`src/rtl/tohost_if.sv`:
```
// Core data-memory write snoop plus verdict handshake
// for the riscv-tests tohost monitor.
interface tohost_if;
  logic        mem_we;
  logic [31:0] mem_addr;
  logic [31:0] mem_wdata;
  logic        res_valid;
  logic        res_ready;
  logic [1:0]  res_code;
  logic [30:0] fail_id;
  logic [31:0] cycle_count;
  logic [15:0] ignored_count;

  modport master (
    output mem_we,
    output mem_addr,
    output mem_wdata,
    output res_ready,
    input  res_valid,
    input  res_code,
    input  fail_id,
    input  cycle_count,
    input  ignored_count
  );

  modport slave (
    input  mem_we,
    input  mem_addr,
    input  mem_wdata,
    input  res_ready,
    output res_valid,
    output res_code,
    output fail_id,
    output cycle_count,
    output ignored_count
  );
endinterface

```
`src/rtl/tohost_monitor.sv`:
```
// Watches tohost writes and reports pass/fail/timeout
// through a valid/ready verdict handshake.
module tohost_monitor #(
  parameter logic [31:0] TOHOST_ADDR = 32'h0000_1000,
  parameter int          TIMEOUT     = 5000
) (
  input logic     clk,
  input logic     rst,
  tohost_if.slave bus
);

  typedef enum logic [1:0] {
    RUN,
    REPORT,
    DONE
  } state_t;

  localparam logic [1:0] CODE_NONE = 2'b00;
  localparam logic [1:0] CODE_PASS = 2'b01;
  localparam logic [1:0] CODE_FAIL = 2'b10;
  localparam logic [1:0] CODE_TOUT = 2'b11;

  localparam logic [31:0] LAST = 32'(TIMEOUT - 1);

  state_t      state;
  logic        valid;
  logic [1:0]  code;
  logic [30:0] id;
  logic [31:0] cnt;
  logic [15:0] ign;

  logic hit;
  logic nz;
  logic done_wr;

  assign hit     = bus.mem_we &&
                   (bus.mem_addr == TOHOST_ADDR);
  assign nz      = (bus.mem_wdata != 32'd0);
  assign done_wr = hit && nz && bus.mem_wdata[0];

  always_ff @(posedge clk or posedge rst) begin
    if (rst) begin
      state <= RUN;
      valid <= 1'b0;
      code  <= CODE_NONE;
      id    <= '0;
      cnt   <= '0;
      ign   <= '0;
    end else begin
      unique case (state)
        RUN: begin
          if (cnt != 32'hFFFF_FFFF)
            cnt <= cnt + 32'd1;
          if (hit && nz && !bus.mem_wdata[0] &&
              ign != 16'hFFFF)
            ign <= ign + 16'd1;
          // A completing write beats a same-cycle timeout
          if (done_wr) begin
            state <= REPORT;
            valid <= 1'b1;
            id    <= bus.mem_wdata[31:1];
            code  <= (bus.mem_wdata[31:1] == '0)
                     ? CODE_PASS : CODE_FAIL;
          end else if (cnt == LAST) begin
            state <= REPORT;
            valid <= 1'b1;
            id    <= '0;
            code  <= CODE_TOUT;
          end
        end
        REPORT: begin
          if (bus.res_ready) begin
            state <= DONE;
            valid <= 1'b0;
          end
        end
        DONE: begin
        end
        default: begin
          state <= DONE;
          valid <= 1'b0;
        end
      endcase
    end
  end

  assign bus.res_valid     = valid;
  assign bus.res_code      = code;
  assign bus.fail_id       = id;
  assign bus.cycle_count   = cnt;
  assign bus.ignored_count = ign;

endmodule

```
`src/flat_wrapper.sv`:
```
// flat-port wrapper written by rule: the top's interface ports become plain ports
module tohost_monitor_flat 
#(
  parameter logic [31:0] TOHOST_ADDR = 32'h0000_1000,
  parameter int          TIMEOUT     = 5000
)
  (clk, rst, bus_mem_we, bus_mem_addr, bus_mem_wdata, bus_res_ready, bus_res_valid, bus_res_code, bus_fail_id, bus_cycle_count, bus_ignored_count);
  tohost_if bus_i ();
  input logic clk;
  input logic rst;
  input wire logic [$bits(bus_i.mem_we)-1:0] bus_mem_we;
  input wire logic [$bits(bus_i.mem_addr)-1:0] bus_mem_addr;
  input wire logic [$bits(bus_i.mem_wdata)-1:0] bus_mem_wdata;
  input wire logic [$bits(bus_i.res_ready)-1:0] bus_res_ready;
  output wire logic [$bits(bus_i.res_valid)-1:0] bus_res_valid;
  output wire logic [$bits(bus_i.res_code)-1:0] bus_res_code;
  output wire logic [$bits(bus_i.fail_id)-1:0] bus_fail_id;
  output wire logic [$bits(bus_i.cycle_count)-1:0] bus_cycle_count;
  output wire logic [$bits(bus_i.ignored_count)-1:0] bus_ignored_count;
  assign bus_i.mem_we = bus_mem_we;
  assign bus_i.mem_addr = bus_mem_addr;
  assign bus_i.mem_wdata = bus_mem_wdata;
  assign bus_i.res_ready = bus_res_ready;
  assign bus_res_valid = bus_i.res_valid;
  assign bus_res_code = bus_i.res_code;
  assign bus_fail_id = bus_i.fail_id;
  assign bus_cycle_count = bus_i.cycle_count;
  assign bus_ignored_count = bus_i.ignored_count;
  tohost_monitor #(.TOHOST_ADDR(TOHOST_ADDR), .TIMEOUT(TIMEOUT)) u_core (.clk(clk), .rst(rst), .bus(bus_i));
endmodule
```
`config.mk`:
```
export PLATFORM = sky130hd
export DESIGN_NAME = tohost_monitor_flat
export DESIGN_NICKNAME = d
export VERILOG_FILES = /design/src/rtl/tohost_if.sv /design/src/rtl/tohost_monitor.sv /design/src/flat_wrapper.sv
export SDC_FILE = /design/constraint.sdc
export NUM_CORES = 1
export LEC_CHECK = 0
export CAP_MARGIN = 20
export CORE_AREA = 2 2 97 99
export CTS_BUF_LIST = sky130_fd_sc_hd__clkbuf_2
export CTS_CLUSTER_SIZE = 10
export DETAILED_ROUTE_END_ITERATION = 12
export DIE_AREA = 0 0 99 101
export GPL_ROUTABILITY_DRIVEN = 0
export HOLD_SLACK_MARGIN = 0.06
export PLACE_DENSITY = 0.8
export SYNTH_ARGS = -nofsm -noshare
export SYNTH_HDL_FRONTEND = slang
export SYNTH_SLANG_ARGS = --single-unit
```
`constraint.sdc`:
```
create_clock -name clk -period 3.6 [get_ports clk]
set_clock_uncertainty 0.15 [all_clocks]
set_input_delay 1.08 -clock clk [delete_from_list [all_inputs] [get_ports clk]]
set_output_delay 1.08 -clock clk [all_outputs]
set_load 0.01 [all_outputs]
```
# ---- Yosys cells after proc, flatten, opt, wreduce, memory -nomap -nowiden
# Index checks and enable logic that the tools add are counted.
dict set report classes {
  add_sub_neg 2
  n_eq_ne 8
  muxes 13
  n_bitwise 1
  n_reduce_logical 14
}
# cell n
set op_table {}
lappend op_table {{$eq A32 B13 Y1 const B} 2}
lappend op_table {{$mux W31} 2}
lappend op_table {{$add A32 B1 Y32 const B} 1}
lappend op_table {{$ne A32 B32 Y1 const B} 1}
lappend op_table {{$reduce_bool A32 Y1} 1}
lappend op_table {{$logic_not A31 Y1} 1}
lappend op_table {{$add A16 B1 Y16 const B} 1}
lappend op_table {{$ne A16 B16 Y1 const B} 1}
lappend op_table {{$mux W2} 6}
lappend op_table {{$pmux W2 S3} 1}
lappend op_table {{$reduce_and A2 Y1} 3}
lappend op_table {{$logic_and A1 B1 Y1} 5}
lappend op_table {{$mux W1} 3}
lappend op_table {{$ne A3 B1 Y1 const B} 1}
lappend op_table {{$pmux W1 S3} 1}
lappend op_table {{$reduce_and A3 Y1} 1}
lappend op_table {{$eq A2 B1 Y1 const B} 1}
lappend op_table {{$eq A2 B2 Y1 const B} 1}
lappend op_table {{$logic_not A2 Y1} 1}
lappend op_table {{$ne A2 B2 Y1 const B} 1}
lappend op_table {{$reduce_bool A2 Y1} 1}
lappend op_table {{$logic_not A1 Y1} 1}
lappend op_table {{$not A1 Y1} 1}
dict set report word_totals {
  regBits 84
  in_bits 68
  word_cells 44
}

# ---- Logic depth before layout (Yosys ltp)
# Gate-level depths: netlist of run 1.
dict set report logic_depth {
  depth_word 6
  mapped_depth 7
  mapped_depth_nobuf 6
}

# ---- Least setup slack after synthesis of run 1
# No wires, ideal clock.
dict set report synth_timing {
  path_kind {input to register}
  startpoint {input port bus_mem_addr[1]}
  endpoint {register u_core.ign[15] (netlist: u_core.bus.ignored_count[15])}
  setup_time_ns 0.128
  arrival_ns 2.562
  setup_slack_ns 0.761
  stages 6
  path_cell_list {nor4b_2 > nand4_1 > or3_1 > buf_6 > nor3_1 > mux2_1}
}
dict set report synth_via {
  elab_chain_len 6
}
# item line
set synth_lines {}
lappend synth_lines {{start, declared} flat_wrapper.sv:12} ;# input wire logic [$bits(bus_i.mem_addr)-1:0] bus_mem_addr;
lappend synth_lines {{$eq A32 B13 Y1} tohost_monitor.sv:37} ;# (bus.mem_addr == TOHOST_ADDR);
lappend synth_lines {{$logic_and A1 B1 Y1} tohost_monitor.sv:36} ;# assign hit = bus.mem_we &&
lappend synth_lines {{$logic_and A1 B1 Y1 (3 in a row)} tohost_monitor.sv:54} ;# if (hit && nz && !bus.mem_wdata[0] &&
lappend synth_lines {{$reduce_and A2 Y1 (no line)} n/a}
lappend synth_lines {{end signal, assigned} tohost_monitor.sv:56} ;# ign <= ign + 16'd1;
lappend synth_lines {{end, declared} tohost_monitor.sv:30} ;# logic [15:0] ign;
# No other way between the ends.
# A chain may end at the register's enable or synchronous reset.

# ---- Final worst setup path of run 1
dict set report layout_timing {
  startpoint {input port bus_mem_addr[15]}
  endpoint {register u_core.ign[12] (netlist: u_core.bus.ignored_count[12])}
}
# Same word-level chain as after synthesis.

==> results of run 1 <==
[flip-flops by register name, summed over array words and instances (netlist names)]
register and flops:
u_core.bus.cycle_count 32, u_core.bus.fail_id 31, u_core.bus.ignored_count 16, u_core.bus.res_code 2
u_core.state 2
[where the power goes]
| group | total, mW | switching [mW] | internal [mW] |
|---|---|---|---|
| clock network | 0.676 | 0.315 | 0.361 |
| logic | 0.117 | 0.0454 | 0.0714 |
| registers | 0.934 | 0.00000557 | 0.934 |
[per-layer routing]
layer / vias up / GRT usage [%] / part of all wire, %
li1: 1616 / - / -
met5: - / 0 / 0
met1: 1731 / 29.3 / 41
met2: 159 / 36.6 / 51
met3: 12 / 3.74 / 7.2
met4: 0 / 7.06 / 1.5
[cells in the mapped netlist (all sizes together), types with 4 or more instances]
master | n | area (sq um)
nor4 | 24 | 196
nand2 | 24 | 90.1
and3 | 7 | 43.8
nor3 | 21 | 161
xor2 | 24 | 210
clkbuf | 7 | 26.3
xnor2 | 18 | 158
a22o | 31 | 272
inv | 7 | 28.8
and2 | 4 | 25.0
and4 | 4 | 35.0
nor2 | 14 | 52.6
nand3 | 16 | 80.1
a21oi | 4 | 20.0
nand4 | 26 | 163
nor4b | 6 | 71.3
buf | 5 | 46.3
dfrtp | 83 | 2080
[worst max-delay path, cell delays in order]
cell and delay (ns):
clkdlybuf4s50_1 0.39, nor4_1 0.55, nand4_1 0.19, or3_1 0.55, buf_4 0.22, nor4b_2 0.31
xor2_1 0.18
[metrics by stage]
stage | power, mW | setup slack [ns] | instances | hold WS [ns]
after floorplan | 0.974 | 0.233 | 347 | 0.347
after global placement | 1.07 | -0.0356 | 603 | 0.332
after detailed placement | 1.07 | -0.128 | 603 | 0.331
after CTS | 1.75 | 0.431 | 617 | 0.384
after global routing | 1.79 | 0.279 | 617 | 0.401
final | 1.73 | 0.412 | 617 | 0.380
[cell type report]
type                            instances  area [sq um]  area share [%]
Tap cell                              111           139            2.41
Multi-Input combinational cell        245          1780            30.8
Timing Repair Buffer                  157          1560            27.2
Inverter                                7          30.0           0.521
Clock inverter                          5           128            2.22
Clock buffer                            9          45.0           0.782
Sequential cell                        83          2080            36.1
[logic make-up (layout without fill, tap and decap cells)]
| kind of cell | Yosys count | in the layout | synth area share (%) |
|---|---|---|---|
| XOR/XNOR | 42 | 42 | 9.32 |
| adder cells (fa/ha/maj) | 2 | 2 | 0.634 |
| buffers and inverters | 19 | 178 | 2.57 |
| flip-flops | 83 | 83 | 52.6 |
| multiplexers | 3 | 3 | 0.856 |
| AND/OR/NAND/NOR | 152 | 152 | 24.5 |
| AO/OA/AOI/OAI | 46 | 46 | 9.51 |
[worst paths after layout]
kind / to / startpoint / slack, ns
setup / recovery: u_core.bus.ignored_count[12]$_DFFE_PP0P_ / bus_mem_addr[15] / 0.41
hold reg to reg: u_core.bus.fail_id[16]$_DFFE_PP0P_ / u_core.bus.fail_id[16]$_DFFE_PP0P_ / 0.38
setup reg to reg: u_core.bus.cycle_count[10]$_DFFE_PP0P_ / u_core.bus.cycle_count[0]$_DFFE_PP0P_ / 1.24
min in group asynchronous: u_core.bus.cycle_count[22]$_DFFE_PP0P_ / rst / 0.75
hold / removal: u_core.bus.fail_id[16]$_DFFE_PP0P_ / u_core.bus.fail_id[16]$_DFFE_PP0P_ / 0.38
max in group asynchronous: u_core.bus.ignored_count[15]$_DFFE_PP0P_ / rst / 1.86
==> results.txt, run 1 <==
status = completed
root buffer cell = clkbuf_2
sequential fraction of the synthesis area = 52.6%
hold_buf cts = 0
routed wire length per instance = 17.7 microns
setup_tns = 0 ns
yosys warns = 0
min Tclk post-route = 3.19 ns
final wirelength = 10900 microns
post-layout instance area = 0.00576 sq mm
post-route ant nets = 0
most frequent cells in the layout = 149 x clkdlybuf4s50_1, 83 x dfrtp_1, 31 x a22o_1, 26 x nand4_1
R2R depth = 6
number of max-cap violations = 0
Power Dens Cells = 300 mW/mm^2
largest net degree at the start of global routing = 54
Die ar. = 0.0100 sq mm
# Post-CTS Setup Buffers = 0
post-route clock period utilization = 88.6%
Antenna Cells = 0
DRC violations left = 0
#FFs+latches synth = 83
CTS tree = done
Worst-Margin Slew = 0.693 ns
cts bufs inserted = 9
Mapped Nets = 417
RSZ-0062 raised after global routing = no
top-level port count = 150
hpwl dp = 8280 microns
clock slew at reported path FFs = 0.23 ns
Cell Area, Synth = 0.00395 sq mm
Initial Util = 44.0%
CP startpoint kind = primary input
Die W = 99 microns
vias per inst = 5.70
Congestion Overflow GR = 0
CP required = 3.89 ns
worst hold path class = reg2reg
post-synthesis cell count = 347
Yosys cell types = 41
Post-synth EDFFs = 0
clock sink count = 83
CP Capture Type = register
vias in the first global route = 3555
later-pin clock latency in the skew report = 0.49 ns
Final nets = 573
die height = 101 microns
gr usage total = 21.9%
DR vias = 3518
max_slew headroom = 53.5%
first drt pass iteration count = 5
IO Port Bufs = 149
Std-Cell Core Area = 0.00898 sq mm
most common cell after layout, fill and taps aside = clkdlybuf4s50_1
most common flop cell mapped by yosys = dfrtp_1
Final setup viols = 0
initial antenna violation count = 0
DRT iter0 DRCs = 162
H-tree depth = 3
Filler Cell Count = 699
post-CTS sizing = 0
Fmax = 314 MHz
Crit Path Max Fanout = 7
peak supply drop = 0.193 mV
clk buf depth = 2
Rows = 35
Util after Layout = 64.2%
final hold violation count = 0
layout cell share with drive strength beyond 1 = 9.09%
area delta synth->final = 45.9%
Avg Inst Size Synth = 11.4 sq um
Setup CP Type = in2reg
Area after DPL = 0.00559 sq mm
hold-critical path depth = 1
first-pass GRT wire length = 17500 microns
Final Max Tran Viols = 0
asr flop ratio synth = 100%
Leak = 2.41 nW
crit path DAT = 3.48 ns
Power figures use the tool's default switching activity.
==> run 2, diff against run 1 <==
--- a/config.mk
+++ b/config.mk
@@ -14,6 +14,7 @@
 export GPL_ROUTABILITY_DRIVEN = 0
 export HOLD_SLACK_MARGIN = 0.06
 export PLACE_DENSITY = 0.8
+export REMOVE_ABC_BUFFERS = 1
 export SYNTH_ARGS = -nofsm -noshare
 export SYNTH_HDL_FRONTEND = slang
 export SYNTH_SLANG_ARGS = --single-unit
==> run 2 against run 1 <==
Against the previous run: register-to-register slack better by 0.05 ns; largest power group unchanged; critical path type unchanged; die area unchanged; hold slack worse by 0.0084 ns; first-iteration DRC count grew 25%; non-clock buffer count is 4 higher; clock power shrank 29%; cell count is 0.97% higher; combinational power hardly changed; critical path depth stayed put.
==> results.txt, run 2 (synthesis results as in run 1) <==
status = completed
R2R setup slack = 1.29 ns
Antenna Cells = 0
final wirelength = 10900 microns
Min Hold Slack = 0.372 ns
worst setup path start = bus_mem_addr[6]
Initial Util = 44.0%
final hold violation count = 0
post-route clock period utilization = 85.6%
vias in the first global route = 3500
CP peak stage delay = 0.50 ns
hold-critical path depth = 1
reg2reg end = u_core.bus.cycle_count[10]$_DFFE_PP0P_
setup_tns = 0 ns
CP Capture Type = register
initial antenna violation count = 0
# Post-CTS Setup Buffers = 0
post-CTS sizing = 0
gr usage total = 22.0%
Final Max Tran Viols = 0
post-route ant nets = 0
layout cell share with drive strength beyond 1 = 9.77%
later-pin clock latency in the skew report = 0.53 ns
Die ar. = 0.0100 sq mm
Die W = 99 microns
H-tree depth = 3
Setup WS post-layout = 0.519 ns
fin cells = 623
Congestion Overflow GR = 0
max_slew headroom = 54.0%
Filler Cell Count = 718
Std-Cell Core Area = 0.00898 sq mm
Setup CP Type = in2reg
Rows = 35
number of max-cap violations = 0
routed wire length per instance = 17.5 microns
clk buf depth = 2
Largest register FFs = 32
clock sink count = 83
vias per inst = 5.58
post-place setup slack = 0.0354 ns
crit path capture = u_core.bus.ignored_count[5]$_DFFE_PP0P_
Power Dens Cells = 268 mW/mm^2
Fmax = 325 MHz
peak supply drop = 0.147 mV
CP startpoint kind = primary input
Final setup viols = 0
largest net degree at the start of global routing = 38
top-level port count = 150
Pwr Total = 1.53 mW
CP max stage cell = or3_1
hold_buf cts = 0
worst hold path class = reg2reg
CP cell instances = clkdlybuf4s50_1 > nor4_1 > nand3_1 > or3_1 > buf_4 > nor4_2 > xor2_1
IO Port Bufs = 149
Final nets = 577
Leak = 2.40 nW
first-pass GRT wire length = 17500 microns
hpwl dp = 8360 microns
first drt pass iteration count = 4
RSZ-0062 raised after global routing = no
crit path DAT = 3.38 ns
area delta synth->final = 44.8%
most common cell after layout, fill and taps aside = clkdlybuf4s50_1
DR vias = 3477
CP required = 3.90 ns
DRC violations left = 0
Worst-Margin Slew = 0.686 ns
DRT iter0 DRCs = 203
min Tclk post-route = 3.08 ns
clock slew at reported path FFs = 0.23 ns
DP Cell Count = 607
CTS tree = done
worst reg2reg startpoint = u_core.bus.cycle_count[0]$_DFFE_PP0P_
cts bufs inserted = 9
Crit Path Max Fanout = 5
R2R depth = 6
die height = 101 microns
most frequent cells in the layout = 149 x clkdlybuf4s50_1, 83 x dfrtp_1, 31 x a22o_1, 26 x nand4_1
root buffer cell = clkbuf_2
## run 2: worst min-delay path by stage
stage | from | to | slack [ns]
6_report | u_core.bus.ignored_count[13]$_DFFE_PP0P_ | u_core.bus.ignored_count[13]$_DFFE_PP0P_ | 0.37
5_1_grt | u_core.bus.ignored_count[13]$_DFFE_PP0P_ | u_core.bus.ignored_count[13]$_DFFE_PP0P_ | 0.39
4_1_cts | u_core.bus.ignored_count[13]$_DFFE_PP0P_ | u_core.bus.ignored_count[13]$_DFFE_PP0P_ | 0.37
3_5_place_dp | u_core.bus.fail_id[23]$_DFFE_PP0P_ | u_core.bus.fail_id[23]$_DFFE_PP0P_ | 0.33
3_3_place_gp | u_core.bus.ignored_count[13]$_DFFE_PP0P_ | u_core.bus.ignored_count[13]$_DFFE_PP0P_ | 0.33
2_1_floorplan | u_core.state[1]$_DFFE_PP0P_ | u_core.state[0]$_DFFE_PP0P_ | 0.35
## run 2: metal layers
layer / global-route usage [%] / share of wire (%) / vias to the layer above
li1: - / - / 1629
met1: 29.3 / 44 / 1699
met2: 36.7 / 49 / 133
met3: 4.02 / 5.7 / 16
met4: 6.74 / 1.5 / 0
met5: 0 / 0 / -
## run 2: report_power, final
group / leakage [nW] / total (mW) / switching, mW / internal [mW]
clock network: 0.0634 / 0.482 / 0.325 / 0.157
registers: 1.13 / 0.934 / 0.00000571 / 0.934
logic: 1.20 / 0.116 / 0.0436 / 0.0719
## run 2: layout make-up
cell class	instances	area (sq um)	share of cell area (%)
flip-flops and latches	83	2080	36.3
well taps	111	139	2.43
inverters	7	30.0	0.525
multi-input cells	245	1780	31.1
clock buffers	9	45.0	0.788
clock inverters	7	66.3	1.16
repair buffers	161	1580	27.7
## run 2: worst max-delay path: cells and delay by family
family	cells	cell delay, ns
buf+inv	2	0.61
simple gates	4	1.51
xor+xnor	1	0.18
## run 2: per-stage QoR
stage | utilization (%) | instance area, sq um
5_1_grt | 63.7 | 5720
3_5_place_dp | 62.4 | 5600
2_1_floorplan | - | 3870
6_report | 63.7 | 5720
4_1_cts | 63.7 | 5720
3_3_place_gp | 62.4 | 5600
